**config.mk**
```make
export PLATFORM = sky130hd
export DESIGN_NAME = seed_core_arbiter_flat
export DESIGN_NICKNAME = d
export VERILOG_FILES = /design/src/rtl/seed_core_arbiter_if.sv /design/src/rtl/seed_core_arbiter.sv /design/src/flat_wrapper.sv
export SDC_FILE = /design/constraint.sdc
export NUM_CORES = 1
export LEC_CHECK = 0
export ABC_CLOCK_PERIOD_IN_PS = 2150
export BUFFER_PORTS_ARGS = -buffer_cell sky130_fd_sc_hd__buf_2
export CAP_MARGIN = 20
export CORE_AREA = 3 3 612 614
export DETAILED_ROUTE_END_ITERATION = 12
export DIE_AREA = 0 0 615 617
export GPL_TIMING_DRIVEN = 0
export PLACE_DENSITY_LB_ADDON = 0.1
export SLEW_MARGIN = 20
export SYNTH_ARGS = -nofsm -noshare
export SYNTH_HDL_FRONTEND = slang
export SYNTH_SLANG_ARGS = --single-unit
```
**constraint.sdc**
```tcl
create_clock -name clk -period 2.15 [get_ports clk]
set_input_delay 0.3225 -clock clk [delete_from_list [all_inputs] [get_ports clk]]
set_output_delay 0.3225 -clock clk [all_outputs]
set_load 0.01 [all_outputs]
```
**src/rtl/seed_core_arbiter_if.sv**
```systemverilog
// Client and core-side signals of the SEED core arbiter.
// slave: the arbiter. master: the requesters plus the core model.
interface seed_core_arbiter_if #(
  parameter int NREQ = 4
);
  localparam int GW = $clog2(NREQ);

  // requester side
  logic [NREQ-1:0]        req;
  logic [NREQ-1:0][127:0] data;
  logic [NREQ-1:0][127:0] key;
  logic [NREQ-1:0]        ack;
  logic [NREQ-1:0]        valid;
  logic [127:0]           rsp_data;
  logic                   err;
  logic [GW-1:0]          gnt;
  logic                   busy;

  // core side
  logic [127:0]           core_data;
  logic [127:0]           core_key;
  logic                   core_start;
  logic [127:0]           core_rsp;
  logic                   core_done;

  modport slave (
    input  req, data, key, core_rsp, core_done,
    output ack, valid, rsp_data, err, gnt, busy, core_data, core_key, core_start
  );

  modport master (
    output req, data, key, core_rsp, core_done,
    input  ack, valid, rsp_data, err, gnt, busy, core_data, core_key, core_start
  );
endinterface

```
**src/rtl/seed_core_arbiter.sv**
```systemverilog
// Round-robin scheduler sharing one SEED128 core among NREQ requesters.
// A job is granted in IDLE, started in START, and then waits in WAIT for done
// or a timeout. The result is then handed back in DELIVER.
// Every output is a register or a decode of registered state.
module seed_core_arbiter #(
  parameter int NREQ    = 4,
  parameter int TIMEOUT = 64
) (
  input  logic               clk,
  input  logic               rst_n,
  seed_core_arbiter_if.slave bus
);
  localparam int GW = $clog2(NREQ);
  localparam int CW = $clog2(TIMEOUT);

  localparam logic [1:0] S_IDLE    = 2'd0;
  localparam logic [1:0] S_START   = 2'd1;
  localparam logic [1:0] S_WAIT    = 2'd2;
  localparam logic [1:0] S_DELIVER = 2'd3;

  localparam logic [NREQ-1:0] ONE = NREQ'(1);

  logic [1:0]    state;
  logic [GW-1:0] ptr;     // last served requester, lowest priority next round
  logic [GW-1:0] gnt_q;
  logic [GW-1:0] pick;
  logic [GW-1:0] idx;
  logic          found;
  logic [CW-1:0] cnt;
  logic          err_q;
  logic [127:0]  rsp_q;
  logic [127:0]  core_data_q;
  logic [127:0]  core_key_q;

  // Cyclic search for the first active request after ptr.
  always_comb begin
    found = 1'b0;
    pick  = ptr;
    idx   = ptr;
    for (int i = 1; i <= NREQ; i++) begin
      idx = GW'((int'(ptr) + i) % NREQ);
      if (!found && bus.req[idx]) begin
        found = 1'b1;
        pick  = idx;
      end
    end
  end

  // Job sequencing: grant, start pulse, wait for done or timeout, deliver.
  // A done seen outside WAIT belongs to no live job and is dropped.
  always_ff @(posedge clk or negedge rst_n) begin
    if (!rst_n) begin
      state       <= S_IDLE;
      ptr         <= GW'(NREQ - 1);
      gnt_q       <= '0;
      cnt         <= '0;
      err_q       <= 1'b0;
      rsp_q       <= '0;
      core_data_q <= '0;
      core_key_q  <= '0;
    end else begin
      err_q <= 1'b0;
      case (state)
        S_IDLE: begin
          if (found) begin
            core_data_q <= bus.data[pick];
            core_key_q  <= bus.key[pick];
            gnt_q       <= pick;
            state       <= S_START;
          end
        end
        S_START: begin
          cnt   <= '0;
          state <= S_WAIT;
        end
        S_WAIT: begin
          if (bus.core_done) begin
            rsp_q <= bus.core_rsp;
            state <= S_DELIVER;
          end else if (cnt == CW'(TIMEOUT - 1)) begin
            err_q <= 1'b1;
            ptr   <= gnt_q;
            state <= S_IDLE;
          end else begin
            cnt <= cnt + 1'b1;
          end
        end
        default: begin
          ptr   <= gnt_q;
          state <= S_IDLE;
        end
      endcase
    end
  end

  assign bus.ack        = (state == S_START)   ? (ONE << gnt_q) : '0;
  assign bus.valid      = (state == S_DELIVER) ? (ONE << gnt_q) : '0;
  assign bus.core_start = (state == S_START);
  assign bus.busy       = (state != S_IDLE);
  assign bus.err        = err_q;
  assign bus.gnt        = gnt_q;
  assign bus.rsp_data   = rsp_q;
  assign bus.core_data  = core_data_q;
  assign bus.core_key   = core_key_q;
endmodule
```
**src/flat_wrapper.sv**
```systemverilog
// flat-port wrapper written by rule: the top's interface ports become plain ports
module seed_core_arbiter_flat 
#(
  parameter int NREQ    = 4,
  parameter int TIMEOUT = 64
)
  (clk, rst_n, bus_req, bus_data, bus_key, bus_core_rsp, bus_core_done, bus_ack, bus_valid, bus_rsp_data, bus_err, bus_gnt, bus_busy, bus_core_data, bus_core_key, bus_core_start);
  seed_core_arbiter_if #(.NREQ(NREQ)) bus_i ();
  input  logic clk;
  input  logic rst_n;
  input wire logic [$bits(bus_i.req)-1:0] bus_req;
  input wire logic [$bits(bus_i.data)-1:0] bus_data;
  input wire logic [$bits(bus_i.key)-1:0] bus_key;
  input wire logic [$bits(bus_i.core_rsp)-1:0] bus_core_rsp;
  input wire logic [$bits(bus_i.core_done)-1:0] bus_core_done;
  output wire logic [$bits(bus_i.ack)-1:0] bus_ack;
  output wire logic [$bits(bus_i.valid)-1:0] bus_valid;
  output wire logic [$bits(bus_i.rsp_data)-1:0] bus_rsp_data;
  output wire logic [$bits(bus_i.err)-1:0] bus_err;
  output wire logic [$bits(bus_i.gnt)-1:0] bus_gnt;
  output wire logic [$bits(bus_i.busy)-1:0] bus_busy;
  output wire logic [$bits(bus_i.core_data)-1:0] bus_core_data;
  output wire logic [$bits(bus_i.core_key)-1:0] bus_core_key;
  output wire logic [$bits(bus_i.core_start)-1:0] bus_core_start;
  assign bus_i.req = bus_req;
  assign bus_i.data = bus_data;
  assign bus_i.key = bus_key;
  assign bus_i.core_rsp = bus_core_rsp;
  assign bus_i.core_done = bus_core_done;
  assign bus_ack = bus_i.ack;
  assign bus_valid = bus_i.valid;
  assign bus_rsp_data = bus_i.rsp_data;
  assign bus_err = bus_i.err;
  assign bus_gnt = bus_i.gnt;
  assign bus_busy = bus_i.busy;
  assign bus_core_data = bus_i.core_data;
  assign bus_core_key = bus_i.core_key;
  assign bus_core_start = bus_i.core_start;
  seed_core_arbiter #(.NREQ(NREQ), .TIMEOUT(TIMEOUT)) u_core (.clk(clk), .rst_n(rst_n), .bus(bus_i));
endmodule
```
# Yosys cells after proc, flatten, opt, wreduce, memory -nomap -nowiden
# Cells that the tools add are included.
[totals]
ff_bits = 397
out_inout_bits = 397
elab_cells = 79
[classes]
n_addsub = 5
n_lt_le_gt_ge = 5
eq_ne = 9
shift = 1
muxes = 35
n_bitwise = 1
reduce_logical = 15
[op_table]
columns = ["operator", "n"]
rows = [
  ["128-bit binary-select mux with 2-bit select", 2],
  ["128-bit two-way mux", 2],
  ["2-bit two-way mux", 9],
  ["2-bit by 3-bit < comparator with 1-bit output, second input constant", 5],
  ["6-bit two-way mux", 2],
  ["6-bit one-hot mux with 2 select lines", 1],
  ["1-bit two-way mux", 11],
  ["1-bit binary-select mux with 2-bit select", 4],
  ["4-bit two-way mux", 2],
  ["6-bit by 1-bit adder with 6-bit output, second input constant", 1],
  ["6-bit equality test, second input constant", 1],
  ["2-bit one-hot mux with 3 select lines", 1],
  ["2-bit AND reduction", 3],
  ["3-bit AND reduction", 2],
  ["2-bit by 1-bit adder with 2-bit output, second input constant", 2],
  ["2-bit adder, second input constant", 2],
  ["2-bit equality test, second input constant", 2],
  ["2-bit by 1-bit != test with 1-bit output, second input constant", 2],
  ["2-bit != test, second input constant", 2],
  ["2-bit one-hot mux with 2 select lines", 1],
  ["2-bit nonzero test", 2],
  ["1-bit by 2-bit << shifter with 4-bit output, first input constant", 1],
  ["1-bit logical AND", 3],
  ["1-bit logical NOT", 3],
  ["other kinds (5)", 5],
]

# Depth between registers and ports, before layout
# Gate-level depths: netlist of run 1.
[logic_depth]
depth_word = 15
mapped_depth = 8
mapped_depth_nobuf = 7

# Worst setup path after synthesis of run 1
# OpenSTA, ideal clock, no wires.
[synth_timing]
path_kind = "reg-to-reg"
startpoint = "register u_core.state[0]"
endpoint = "register u_core.core_data_q[126] (netlist: u_core.bus.core_data[126])"
setup_time_ps = 141
t_arrival_ps = 1930
setup_slack_ps = 79
path_stages_with_launch = 9
n_path_buf = 2
period_less_slack_ps = 2071
cell_sequence = "dfrtp_1 inv_1 ha_1 inv_1 nor2_1 o31a_1 clkbuf_1 clkbuf_1 a31oi_1"
[synth_via]
elab_chain_cells = 2
[synth_rtl]
columns = ["item", "line", "source"]
rows = [
  ["start: declaration", "seed_core_arbiter.sv:23", "logic [1:0] state;"],
  ["start signal: assignment", "seed_core_arbiter.sv:53", "state <= S_IDLE;"],
  ["start signal: assignment", "seed_core_arbiter.sv:69", "state <= S_START;"],
  ["start signal: assignment", "seed_core_arbiter.sv:74", "state <= S_WAIT;"],
  ["2-bit logical NOT", "seed_core_arbiter.sv:63", "case (state)"],
  ["2-bit AND reduction (no line)", "-", ""],
  ["end signal: assignment", "seed_core_arbiter.sv:66", "core_data_q <= bus.data[pick];"],
  ["end: declaration", "seed_core_arbiter.sv:32", "logic [127:0] core_data_q;"],
]
# No other way between the ends.
# A chain may end at the register's enable or synchronous reset.

# Final worst setup path of run 1
[layout_timing]
startpoint = "register u_core.ptr[1]"
endpoint = "register u_core.core_key_q[21] (netlist: u_core.bus.core_key[21])"
[layout_via]
elab_chain_cells = 15
word_cells_on_any_way = 29
classes_between = "add/sub: 4; mux: 18; reduce/logical: 7"
[layout_rtl]
columns = ["item", "line", "source"]
rows = [
  ["start: declaration", "seed_core_arbiter.sv:24", "logic [GW-1:0] ptr;"],
  ["start signal: assignment", "seed_core_arbiter.sv:54", "ptr <= GW'(NREQ - 1);"],
  ["start signal: assignment", "seed_core_arbiter.sv:82", "ptr <= gnt_q;"],
  ["start signal: assignment", "seed_core_arbiter.sv:89", "ptr <= gnt_q;"],
  ["2-bit by 1-bit adder with 2-bit output", "seed_core_arbiter.sv:41", "idx = GW'((int'(ptr) + i) % NREQ);"],
  ["1-bit binary-select mux with 2-bit select", "seed_core_arbiter.sv:42", "if (!found && bus.req[idx]) begin"],
  ["1-bit two-way mux (not written as such)", "seed_core_arbiter.sv:42", ""],
  ["1-bit two-way mux", "seed_core_arbiter.sv:42", ""],
  ["1-bit logical NOT", "seed_core_arbiter.sv:42", ""],
  ["1-bit logical AND", "seed_core_arbiter.sv:42", ""],
  ["1-bit two-way mux", "seed_core_arbiter.sv:42", ""],
  ["1-bit logical NOT", "seed_core_arbiter.sv:42", ""],
  ["1-bit logical AND", "seed_core_arbiter.sv:42", ""],
  ["1-bit two-way mux", "seed_core_arbiter.sv:42", ""],
  ["1-bit logical NOT", "seed_core_arbiter.sv:42", ""],
  ["1-bit logical AND", "seed_core_arbiter.sv:42", ""],
  ["2-bit two-way mux", "seed_core_arbiter.sv:42", ""],
  ["128-bit binary-select mux with 2-bit select", "seed_core_arbiter.sv:67", "core_key_q <= bus.key[pick];"],
  ["128-bit two-way mux (not written as such)", "seed_core_arbiter.sv:67", ""],
  ["end signal: assignment", "seed_core_arbiter.sv:67", ""],
  ["end: declaration", "seed_core_arbiter.sv:33", "logic [127:0] core_key_q;"],
]
# Several ways; a longest one is shown, not always the timed one. The select of a mux whose other input is x is not followed.

==> reports/qor.csv, run 1 <==
metric,value,unit
rsz0062_at_grt,yes,
place_hpwl,260,mm
synthDominantAreaCellType,sky130_fd_sc_hd__dfrtp_1,
cts-buffers-inserted,72,
worst_pin_slew,898,ps
ctsHtreeMaxLevel,3,
critical_path_class,reg2reg,
start_util,5.81,%
filler_cell_count,42000,
ys.warnings.count,0,
cts_root_buf,sky130_fd_sc_hd__clkbuf_16,
synth_enable_flop_cells,0,
critical_path.most_common_cell,sky130_fd_sc_hd__buf_12,
report.power.total,0.0742,W
fin_crit,2560,ps
end_kind,register,
reg2reg_from,u_core.ptr[1]$_DFFE_PN1P_,
drtAntennaViolNets,0,
cts.reportedPaths.clkPinSlew,60,ps
hold_slack,71.3,ps
floorplan.die.height,617,µm
grt_max_degree,73,
holdCritPathClass,in2reg,
layout.cells.most_common_list,"sky130_fd_sc_hd__buf_2, sky130_fd_sc_hd__dlygate4sd3_1, sky130_fd_sc_hd__dfrtp_1, sky130_fd_sc_hd__nand2_1, sky130_fd_sc_hd__a31oi_1",
final-seq-area,9940,µm²
post_route_cells_drive_above_1_share,51.6,%
placeableCoreArea,369000,µm²
average_detailed_routed_wire_length_per_instance,30.8,µm
critical_path_arrival,3210,ps
synthArstFlopShare,100,%
maxClockFrequency,390,MHz
slowest_stage_cell_cp,sky130_fd_sc_hd__dfstp_2,
tritoncts,done,
max-clock-path-buffers,4,
hold_violations,0,
vias,30600,
worst_slew_margin_rel,39.6,%
cp_data_required_time,2800,ps
path_cells,mux2_4 -> o221a_4 -> buf_12 -> buf_16 -> buf_12 -> mux2i_4 -> o2bb2ai_2 -> a31oi_1,
synth_fp_nets,3248,
floorplan.die.width,615,µm
top_signal_layer_used,met5,
ys_ff_latch,397,
status,"finished, violations left",
drt-met1-wl,131,mm
pwr_density_cell,1340,nW/µm²
cap_viol_max_count,0,
min_period_over_period,119,%
port_buffers,1555,
fp.dieArea,379000,µm²
antenna_found_initial,234,
critical-path-top-delay-family,multiplexers,
syn_area_per_cell,10.3,µm²
drt_iter0_drc,1587,
clk_latency,770,ps
detail_route.first_pass.iterations,5,
setup-violations-final,259,
ys.flop_type,sky130_fd_sc_hd__dfrtp_1,
drc_errors,0,
cp_slowest_stage_delay,580,ps
syn_area,21400,µm²
worst-path-max-fanout,7,
first_global_vias,32500,
clock_sinks,397,
nNetsFinal,6014,
violations,setup timing,
grt.overflow.total,0,
viasPerCell,3.09,
groute.usage.overall,15.4,%
crit_path_start_kind,register,
fp-row-count,223,
timing.final.ws_setup,-411,ps
flow.area_growth_from_synthesis,157,%
grt_first_pass_wirelength,378,mm
wl_met2,148,mm
ys_seq_area_share,46.3,%
placer_congestion,0.862,
p_leak,22.9,nW
worstPathBufferInverterCount,3,
drv_slew,0,
multiInputGateArea,13800,µm²
layout_commonest_cell,sky130_fd_sc_hd__buf_2,
synth_area_leaders,"sky130_fd_sc_hd__dfrtp_1, sky130_fd_sc_hd__mux2i_1, sky130_fd_sc_hd__o2bb2ai_1, sky130_fd_sc_hd__nand2_1, sky130_fd_sc_hd__a31oi_1",
synth_largest_type_area_fraction,46.1,%
io-pin-count,1556,
met3WireLength,18.9,mm
vdd_drop_max,466,µV
netlist-cell-type-count,40,
clock-skew-final,41.5,ps
synth_cells,2083,
beginning_of_the_worst_hold_path,bus_key[147],
detail_route.wirelength,306,mm
cp-startpoint,u_core.ptr[1]$_DFFE_PN1P_,
==> cells in the mapped netlist, types with 3 or more instances <==
master,count
sky130_fd_sc_hd__a211oi_1,3
sky130_fd_sc_hd__a21oi_1,7
sky130_fd_sc_hd__a31oi_1,255
sky130_fd_sc_hd__buf_1,21
sky130_fd_sc_hd__buf_12,21
sky130_fd_sc_hd__buf_2,24
sky130_fd_sc_hd__buf_4,14
sky130_fd_sc_hd__buf_6,5
sky130_fd_sc_hd__clkbuf_1,100
sky130_fd_sc_hd__dfrtp_1,395
sky130_fd_sc_hd__ha_1,6
sky130_fd_sc_hd__inv_1,9
sky130_fd_sc_hd__mux2_2,132
sky130_fd_sc_hd__mux2i_1,255
sky130_fd_sc_hd__nand2_1,526
sky130_fd_sc_hd__nand2b_1,4
sky130_fd_sc_hd__nand3_1,7
sky130_fd_sc_hd__nor2_1,12
sky130_fd_sc_hd__o21ai_0,6
sky130_fd_sc_hd__o2bb2ai_1,255
==> metal layers <==
| layer | track usage [%] | up-vias |
|---|---|---|
| met2 | 26.6 | 1375 |
| met5 | 0 | - |
| met4 | 2.82 | 80 |
| li1 | - | 13400 |
| met1 | 19.7 | 15400 |
| met3 | 3.28 | 402 |
==> registers in the layout, indices dropped and copies added (netlist names) <==
name / cells
u_core.bus.core_key: 128
u_core.state: 2
u_core.bus.err: 1
u_core.bus.core_data: 128
u_core.ptr: 2
u_core.cnt: 6
u_core.bus.gnt: 2
u_core.bus.rsp_data: 128
==> metrics by stage <==
step	cell area, µm²	utilization [%]	setup WS [ps]	TNS (ps)	cells
5_1_grt	55100	14.9	-432	-77800	9885
2_1_floorplan	21400	-	78.8	0	2083
3_3_place_gp	35400	9.60	-10780	-5091600	8588
4_1_cts	53400	14.5	-430	-80320	9825
6_report	55200	15.0	-411	-59670	9927
3_5_place_dp	35700	9.68	-1780	-458920	8599
==> final timing paths <==
check	endpoint	slack (ps)	depth (start not counted)
worst min-delay path	u_core.bus.core_key[19]$_DFFE_PN0P_	70	4
min in group asynchronous	u_core.bus.rsp_data[98]$_DFFE_PN0P_	170	2
max in group asynchronous	u_core.ptr[1]$_DFFE_PN1P_	330	5
worst max-delay path	u_core.bus.core_key[21]$_DFFE_PN0P_	-410	8
worst min register to register	u_core.bus.rsp_data[21]$_DFFE_PN0P_	500	1
worst max register to register	u_core.bus.core_key[21]$_DFFE_PN0P_	-410	8
==> cell families after synthesis <==
family / after synthesis / share of synthesized area, %
adders and majority gates: 6 / 0.350
xor gates and xnor gates: 2 / 0.0817
muxes: 387 / 18.8
buffers and inverters: 195 / 5.58
and+or+nand+nor: 559 / 10.1
DFF: 397 / 46.3
AOI/OAI and AO/OA: 537 / 18.7
==> layout make-up <==
cell class | instances | share of cell area, %
multi-input cells | 1491 | 25.0
repair buffers | 2704 | 37.0
plain buffers | 174 | 4.20
clock inverters | 17 | 0.399
well taps | 4950 | 11.2
flip-flops and latches | 397 | 18.0
diodes | 83 | 0.376
inverters | 9 | 0.0657
clock buffers | 102 | 3.78
==> report_power, final <==
| part | switching (W) | internal [W] |
|---|---|---|
| clock network | 0.00492 | 0.00721 |
| registers | 0.00304 | 0.0114 |
| logic | 0.0275 | 0.0201 |
==> timing repair <==
action	CTS	global route
hold buffers	1013	4
setup endpoints to repair	397	348
buffers inserted	67	23
gates resized for setup	828	329
pin swaps	110	88
cloned	30	10
hold endpoints to repair	510	4
==> worst register-to-register path: cells and delay by family (launching register included) <==
family	cells	cell delay [ps]
flops	1	580
buf+inv	3	640
mux	2	730
compound gates	3	530
(Power assumes the default switching activity.)
==> inputs of run 2 (changes only) <==
Settings changed: SKIP_LAST_GASP from default to 1.
==> reports/qor.csv, run 2 (synthesized netlist as in run 1, its figures left out) <==
metric,value,unit,change
status,"finished, violations left",,
violations,setup timing,,
min_period_over_period,120,%,+0.90 points
critical_path_class,reg2reg,,
slowest_stage_cell_cp,sky130_fd_sc_hd__dfstp_2,,
critical-path-top-delay-family,compound AO/OA/AOI/OAI gates,,
clock_sinks,397,,unchanged
drt_iter0_drc,1548,,-2.5%
cts_root_buf,sky130_fd_sc_hd__clkbuf_16,,
drc_errors,0,,unchanged
groute.usage.overall,15.4,%,about the same
cp_slowest_stage_delay,580,ps,about the same
pwr_density_cell,1350,nW/µm²,+0.61%
post_layout_nonfiller_instances,9927,,unchanged
first_global_vias,32500,,-0.14%
filler_cell_count,42000,,-0.088%
fp-row-count,223,,unchanged
placement.cell_area,35700,µm²,unchanged
floorplan.die.width,615,µm,unchanged
clk_latency,760,ps,about the same
worst-path-max-fanout,8,,+1
rsz0062_at_grt,yes,,
hold_violations,0,,unchanged
p_leak,23.0,nW,+0.42%
hold_slack,72.0,ps,+0.729 ps
cts-buffers-inserted,72,,unchanged
grt_max_degree,73,,unchanged
antenna_found_initial,230,,-1.7%
flow.area_growth_from_synthesis,158,%,
place_worst_setup_slack,-1780,ps,unchanged
tritoncts,done,,
viasPerCell,3.09,,about the same
drv_slew,0,,unchanged
average_detailed_routed_wire_length_per_instance,30.9,µm,+0.48%
crit_path_start_kind,register,,
drtAntennaViolNets,0,,unchanged
vdd_drop_max,468,µV,+0.36%
grt_first_pass_wirelength,379,mm,about the same
cts.reportedPaths.clkPinSlew,60,ps,about the same
place_hpwl,260,mm,unchanged
vias,30600,,-0.0065%
seq_power_share,19.3,%,about the same
fp.dieArea,379000,µm²,unchanged
final_util,15.0,%,+0.040 points
layout_commonest_cell,sky130_fd_sc_hd__buf_2,,
layout.cell_area.non_filler,55400,µm²,+0.27%
max-clock-path-buffers,4,,unchanged
port_buffers,1555,,unchanged
detail_route.wirelength,307,mm,+0.48%
worstPathBufferInverterCount,3,,unchanged
worst_slew_margin_rel,33.4,%,-6.2 points
start_util,5.81,%,unchanged
p_sw_share,47.7,%,-0.068 points
end_kind,register,,
power.clock.fraction,16.2,%,about the same
cp_data_required_time,2770,ps,-30 ps
timing.final.ws_setup,-431,ps,-19.3 ps
placer_congestion,0.862,,unchanged
place.detailed.instances,8599,,unchanged
power.share.combinational,64.5,%,+0.3 points
setup-violations-final,258,,-0.39%
io-pin-count,1556,,unchanged
internal_power,0.0391,W,+1.0%
clock-skew-final,39.6,ps,-1.88 ps
critical_path.most_common_cell,sky130_fd_sc_hd__buf_16,,
fin_crit,2580,ps,+19.3 ps
holdCritPathClass,in2reg,,
path_cells,mux2_4 -> o221a_4 -> buf_12 -> buf_16 -> buf_16 -> mux2i_4 -> o2bb2ai_1 -> a31oi_2,,
maxClockFrequency,387,MHz,-0.75%
nNetsFinal,6021,,+0.12%
critical_path_arrival,3200,ps,about the same
placeableCoreArea,369000,µm²,unchanged
ctsHtreeMaxLevel,3,,unchanged
worst_pin_slew,990,ps,+92.6 ps
detail_route.first_pass.iterations,5,,unchanged
layout.cells.most_common_list,"sky130_fd_sc_hd__buf_2, sky130_fd_sc_hd__dlygate4sd3_1, sky130_fd_sc_hd__nand2_1, sky130_fd_sc_hd__dfrtp_1, sky130_fd_sc_hd__a31oi_1",,
post_route_cells_drive_above_1_share,51.6,%,about the same
cap_viol_max_count,0,,unchanged
floorplan.die.height,617,µm,unchanged
grt.overflow.total,0,,unchanged
switching_power,0.0357,W,+0.73%
==> run 2: cell count changes in the layout (fill, tap and decap cells not counted), moves of 3 or more <==
cell and change:
sky130_fd_sc_hd__nand2_1 +10, sky130_fd_sc_hd__nand2_2 -10, sky130_fd_sc_hd__buf_8 +9, sky130_fd_sc_hd__diode_2 -7, sky130_fd_sc_hd__buf_12 +5, sky130_fd_sc_hd__clkbuf_8 -4
sky130_fd_sc_hd__dlygate4sd3_1 -4, sky130_fd_sc_hd__a31oi_2 +3
==> run 2: path summary, 6_finish.rpt <==
check | from | endpoint | cells after the start | slack, ps
min in group asynchronous | rst_n | u_core.bus.rsp_data[98]$_DFFE_PN0P_ | 2 | 160
min | bus_key[147] | u_core.bus.core_key[19]$_DFFE_PN0P_ | 4 | 70
max in group asynchronous | rst_n | u_core.ptr[1]$_DFFE_PN1P_ | 5 | 320
max reg2reg | u_core.ptr[1]$_DFFE_PN1P_ | u_core.bus.core_key[114]$_DFFE_PN0P_ | 8 | -430
min reg2reg | u_core.bus.rsp_data[22]$_DFFE_PN0P_ | u_core.bus.rsp_data[22]$_DFFE_PN0P_ | 1 | 500
max | u_core.ptr[1]$_DFFE_PN1P_ | u_core.bus.core_key[114]$_DFFE_PN0P_ | 8 | -430
==> run 2: stage by stage <==
step / TNS, ps / power [W]
after floorplan: 0 / 0.0287
after global placement: -5091600 / 0.0494
after detailed placement: -458920 / 0.0494
after CTS: -124930 / 0.0736
after global routing: -79740 / 0.0789
final: -62230 / 0.0749
==> run 2: final cells by class <==
cell class | count | area [µm²] | area share (%)
Clock inverter | 17 | 220 | 0.398
Multi-Input combinational cell | 1491 | 13800 | 24.9
Clock buffer | 102 | 2090 | 3.77
Timing Repair Buffer | 2710 | 20500 | 37.1
Sequential cell | 397 | 9940 | 18.0
Antenna cell | 76 | 190 | 0.344
Buffer | 175 | 2370 | 4.29
Tap cell | 4950 | 6190 | 11.2
Inverter | 9 | 36.3 | 0.0655
==> run 2: timing repair <==
action                     in CTS  in global routing
setup buffers                  67                 31
setup endpoints to repair     397                397
gates resized for setup       768                420
cloned                         30                 14
hold endpoints to repair      511                  4
hold buffers                 1009                  4
pin swaps                      98                 96
==> run 2: power groups by stage <==
| stage | clock network, W | registers, W | logic (W) |
|---|---|---|---|
| global placement | 0 | 0.0143 | 0.0350 |
| floorplan | 0 | 0.0150 | 0.0137 |
| finish | 0.0122 | 0.0144 | 0.0483 |
| CTS | 0.0128 | 0.0143 | 0.0465 |
| global route | 0.0130 | 0.0149 | 0.0511 |
| detailed placement | 0 | 0.0142 | 0.0352 |
==> run 2: layer usage <==
metal	wire (µm)	global-route usage, %	vias up
li1	-	-	13400
met1	132000	19.8	15400
met2	148000	26.6	1347
met3	18500	3.24	399
met4	7540	2.66	84
met5	547	0	-
==> run 2: worst register-to-register path, cell delays in order (launching register included) <==
cell and delay (ps):
sky130_fd_sc_hd__dfstp_2 580, sky130_fd_sc_hd__mux2_4 320, sky130_fd_sc_hd__o221a_4 310, sky130_fd_sc_hd__buf_12 160, sky130_fd_sc_hd__buf_16 200, sky130_fd_sc_hd__buf_16 180, sky130_fd_sc_hd__mux2i_4 230, sky130_fd_sc_hd__o2bb2ai_1 200
sky130_fd_sc_hd__a31oi_2 280
==> inputs of run 3 (changes only) <==
Settings changed: ABC_CLOCK_PERIOD_IN_PS 2150 to 3200, GPL_TIMING_DRIVEN 0 to default.
Clock period 2.15 ns to 3.2 ns, I/O delays scaled along.
==> reports/qor.csv, run 3 (synthesized netlist as in run 1, its figures left out) <==
metric,value,unit,change
cts-buffers-inserted,76,,+5.6%
cap_viol_max_count,0,,unchanged
cp_slowest_stage_delay,600,ps,+20 ps
slowest_stage_cell_cp,sky130_fd_sc_hd__dfstp_2,,
grt_first_pass_wirelength,347,mm,-8.4%
max-clock-path-buffers,4,,unchanged
start_util,5.81,%,unchanged
rrSetupSlack,30,ps,+460 ps
first_global_vias,30000,,-7.5%
layout.cell_area.non_filler,44500,µm²,-20%
hold_violations,0,,unchanged
nNetsFinal,5434,,-9.7%
pwr_density_cell,960,nW/µm²,-29%
rsz0062_at_grt,yes,,
fp.dieArea,379000,µm²,unchanged
port_buffers,1555,,unchanged
tritoncts,done,,
floorplan.die.height,617,µm,unchanged
min_period_over_period,98.9,%,-21 points
drtAntennaViolNets,0,,unchanged
placeableCoreArea,369000,µm²,unchanged
io-pin-count,1556,,unchanged
p_sw_share,45.9,%,-1.9 points
worst_pin_slew,902,ps,-88.0 ps
post_route_cells_drive_above_1_share,45.2,%,-6.4 points
worstPathBufferInverterCount,3,,unchanged
grt.overflow.total,0,,unchanged
power.share.combinational,57.9,%,-6.6 points
fin_crit,3170,ps,+585 ps
flow.area_growth_from_synthesis,107,%,
worst-path-max-fanout,27,,+19
critical-path-top-delay-family,buffers and inverters,,
placer_congestion,0.844,,-2.1%
ctsHtreeMaxLevel,3,,unchanged
layout_commonest_cell,sky130_fd_sc_hd__buf_2,,
grt_max_degree,77,,+5.5%
status,"finished, final reports clean",,
clock-skew-final,49.2,ps,+9.60 ps
hold_slack,60.7,ps,-11.3 ps
grt-busiest-layer,met2,,
power.clock.fraction,19.8,%,+3.6 points
groute.usage.overall,14.1,%,-1.3 points
internal_power,0.0231,W,-41%
vdd_drop_max,562,µV,+20%
holdCritPathClass,in2reg,,
drt_iter0_drc,1450,,-6.3%
maxClockFrequency,316,MHz,-18%
detail_route.wirelength,279,mm,-9.1%
drc_errors,0,,unchanged
cts_root_buf,sky130_fd_sc_hd__clkbuf_16,,
crit_path_start_kind,register,,
fp-row-count,223,,unchanged
floorplan.die.width,615,µm,unchanged
layout.cells.most_common_list,"sky130_fd_sc_hd__buf_2, sky130_fd_sc_hd__dlygate4sd3_1, sky130_fd_sc_hd__nand2_1, sky130_fd_sc_hd__dfrtp_1",,
viasPerCell,3.02,,-2.3%
clk_latency,770,ps,about the same
vias,28200,,-7.9%
seq_power_share,22.3,%,+3.0 points
switching_power,0.0196,W,-45%
setup-violations-final,0,,-100%
p_leak,19.1,nW,-17%
worst_slew_margin_rel,39.9,%,+6.5 points
critical_path_arrival,3780,ps,+580 ps
detail_route.first_pass.iterations,5,,unchanged
cp_data_required_time,3810,ps,+1040 ps
path_cells,mux2_2 -> o221a_4 -> buf_12 -> buf_4 -> mux2i_1 -> o2bb2ai_1 -> a31oi_1 -> dlygate4sd3_1,,
clock_sinks,397,,unchanged
globalRouteMet3Util,5.53,%,+2.3 points
met2_usage,23.8,%,-2.9 points
end_kind,register,,
placement.cell_area,35600,µm²,-0.37%
cts.reportedPaths.clkPinSlew,60,ps,about the same
antenna_found_initial,288,,+25%
drv_slew,0,,unchanged
place_hpwl,239,mm,-8.1%
use_met1,16.8,%,-3.0 points
average_detailed_routed_wire_length_per_instance,29.8,µm,-3.5%
critical_path_class,reg2reg,,
-- run 3: cell types whose count changed in the layout (fill, tap and decap cells not counted), moves of 89 or more --
cell / change
sky130_fd_sc_hd__dlygate4sd3_1: -415
sky130_fd_sc_hd__mux2i_1: +148
sky130_fd_sc_hd__nand2_1: +129
sky130_fd_sc_hd__mux2i_4: -112
sky130_fd_sc_hd__o2bb2ai_1: +99
sky130_fd_sc_hd__o2bb2ai_2: -89
-- run 3: power groups by stage --
stage                     Sequential (W)  Clock, W  Combinational [W]
final                            0.00952   0.00843             0.0247
after global routing             0.00980   0.00904             0.0267
after CTS                        0.00954   0.00897             0.0252
after detailed placement         0.00957         0             0.0216
after global placement           0.00959         0             0.0216
after floorplan                   0.0101         0            0.00918
-- run 3: worst min-delay path, stage by stage --
cell                      delay [ps]
sky130_fd_sc_hd__buf_2           100
sky130_fd_sc_hd__nand2_1         130
sky130_fd_sc_hd__a31oi_1         100
-- run 3: repair_timing --
item | 4_1_cts | 5_1_grt
endpoints found under the setup margin | 0 | 36
resized for setup | 0 | 6
buffers inserted | 0 | 18
hold endpoints to repair | 438 | 0
hold buffers | 598 | 0
-- run 3: stage by stage --
| step | setup slack (ps) | TNS, ps | instances | power (W) | utilization, % |
|---|---|---|---|---|---|
| global placement | 426 | 0 | 8521 | 0.0312 | 9.64 |
| CTS | 22.8 | 0 | 9248 | 0.0437 | 11.9 |
| global route | -8.97 | -8.97 | 9287 | 0.0456 | 12.0 |
| detailed placement | 446 | 0 | 8521 | 0.0311 | 9.64 |
| finish | 33.8 | 0 | 9356 | 0.0427 | 12.0 |
| floorplan | 1130 | 0 | 2083 | 0.0193 | - |
-- run 3: path summary, 6_finish.rpt --
path                                                startpoint                               endpoint  depth (start not counted)
setup / recovery                     u_core.ptr[1]$_DFFE_PN1P_   u_core.bus.core_key[110]$_DFFE_PN0P_                          8
hold / removal                                   bus_data[475]   u_core.bus.core_data[91]$_DFFE_PN0P_                          3
setup reg to reg                     u_core.ptr[1]$_DFFE_PN1P_   u_core.bus.core_key[110]$_DFFE_PN0P_                          8
hold reg to reg            u_core.bus.rsp_data[29]$_DFFE_PN0P_    u_core.bus.rsp_data[29]$_DFFE_PN0P_                          1
max in group asynchronous                                rst_n  u_core.bus.core_data[127]$_DFFE_PN0P_                          4
min in group asynchronous                                rst_n    u_core.bus.rsp_data[40]$_DFFE_PN0P_                          2
-- run 3: cell type report --
class / count / area [µm²]
antenna: 86 / 215
tap: 4950 / 6190
sequential: 397 / 9940
clock buffer: 103 / 2150
clock inverter: 26 / 240
fill: 42800 / 325000
multi-input combinational: 1491 / 10400
timing repair buffer: 2294 / 15300
inverter: 9 / 33.8
-- run 3: layer usage --
layer | vias to the layer above | part of all wire, %
met5 | - | 0.25
met4 | 110 | 2.5
met3 | 461 | 9.1
met2 | 1330 | 47
met1 | 14100 | 41
li1 | 12200 | -
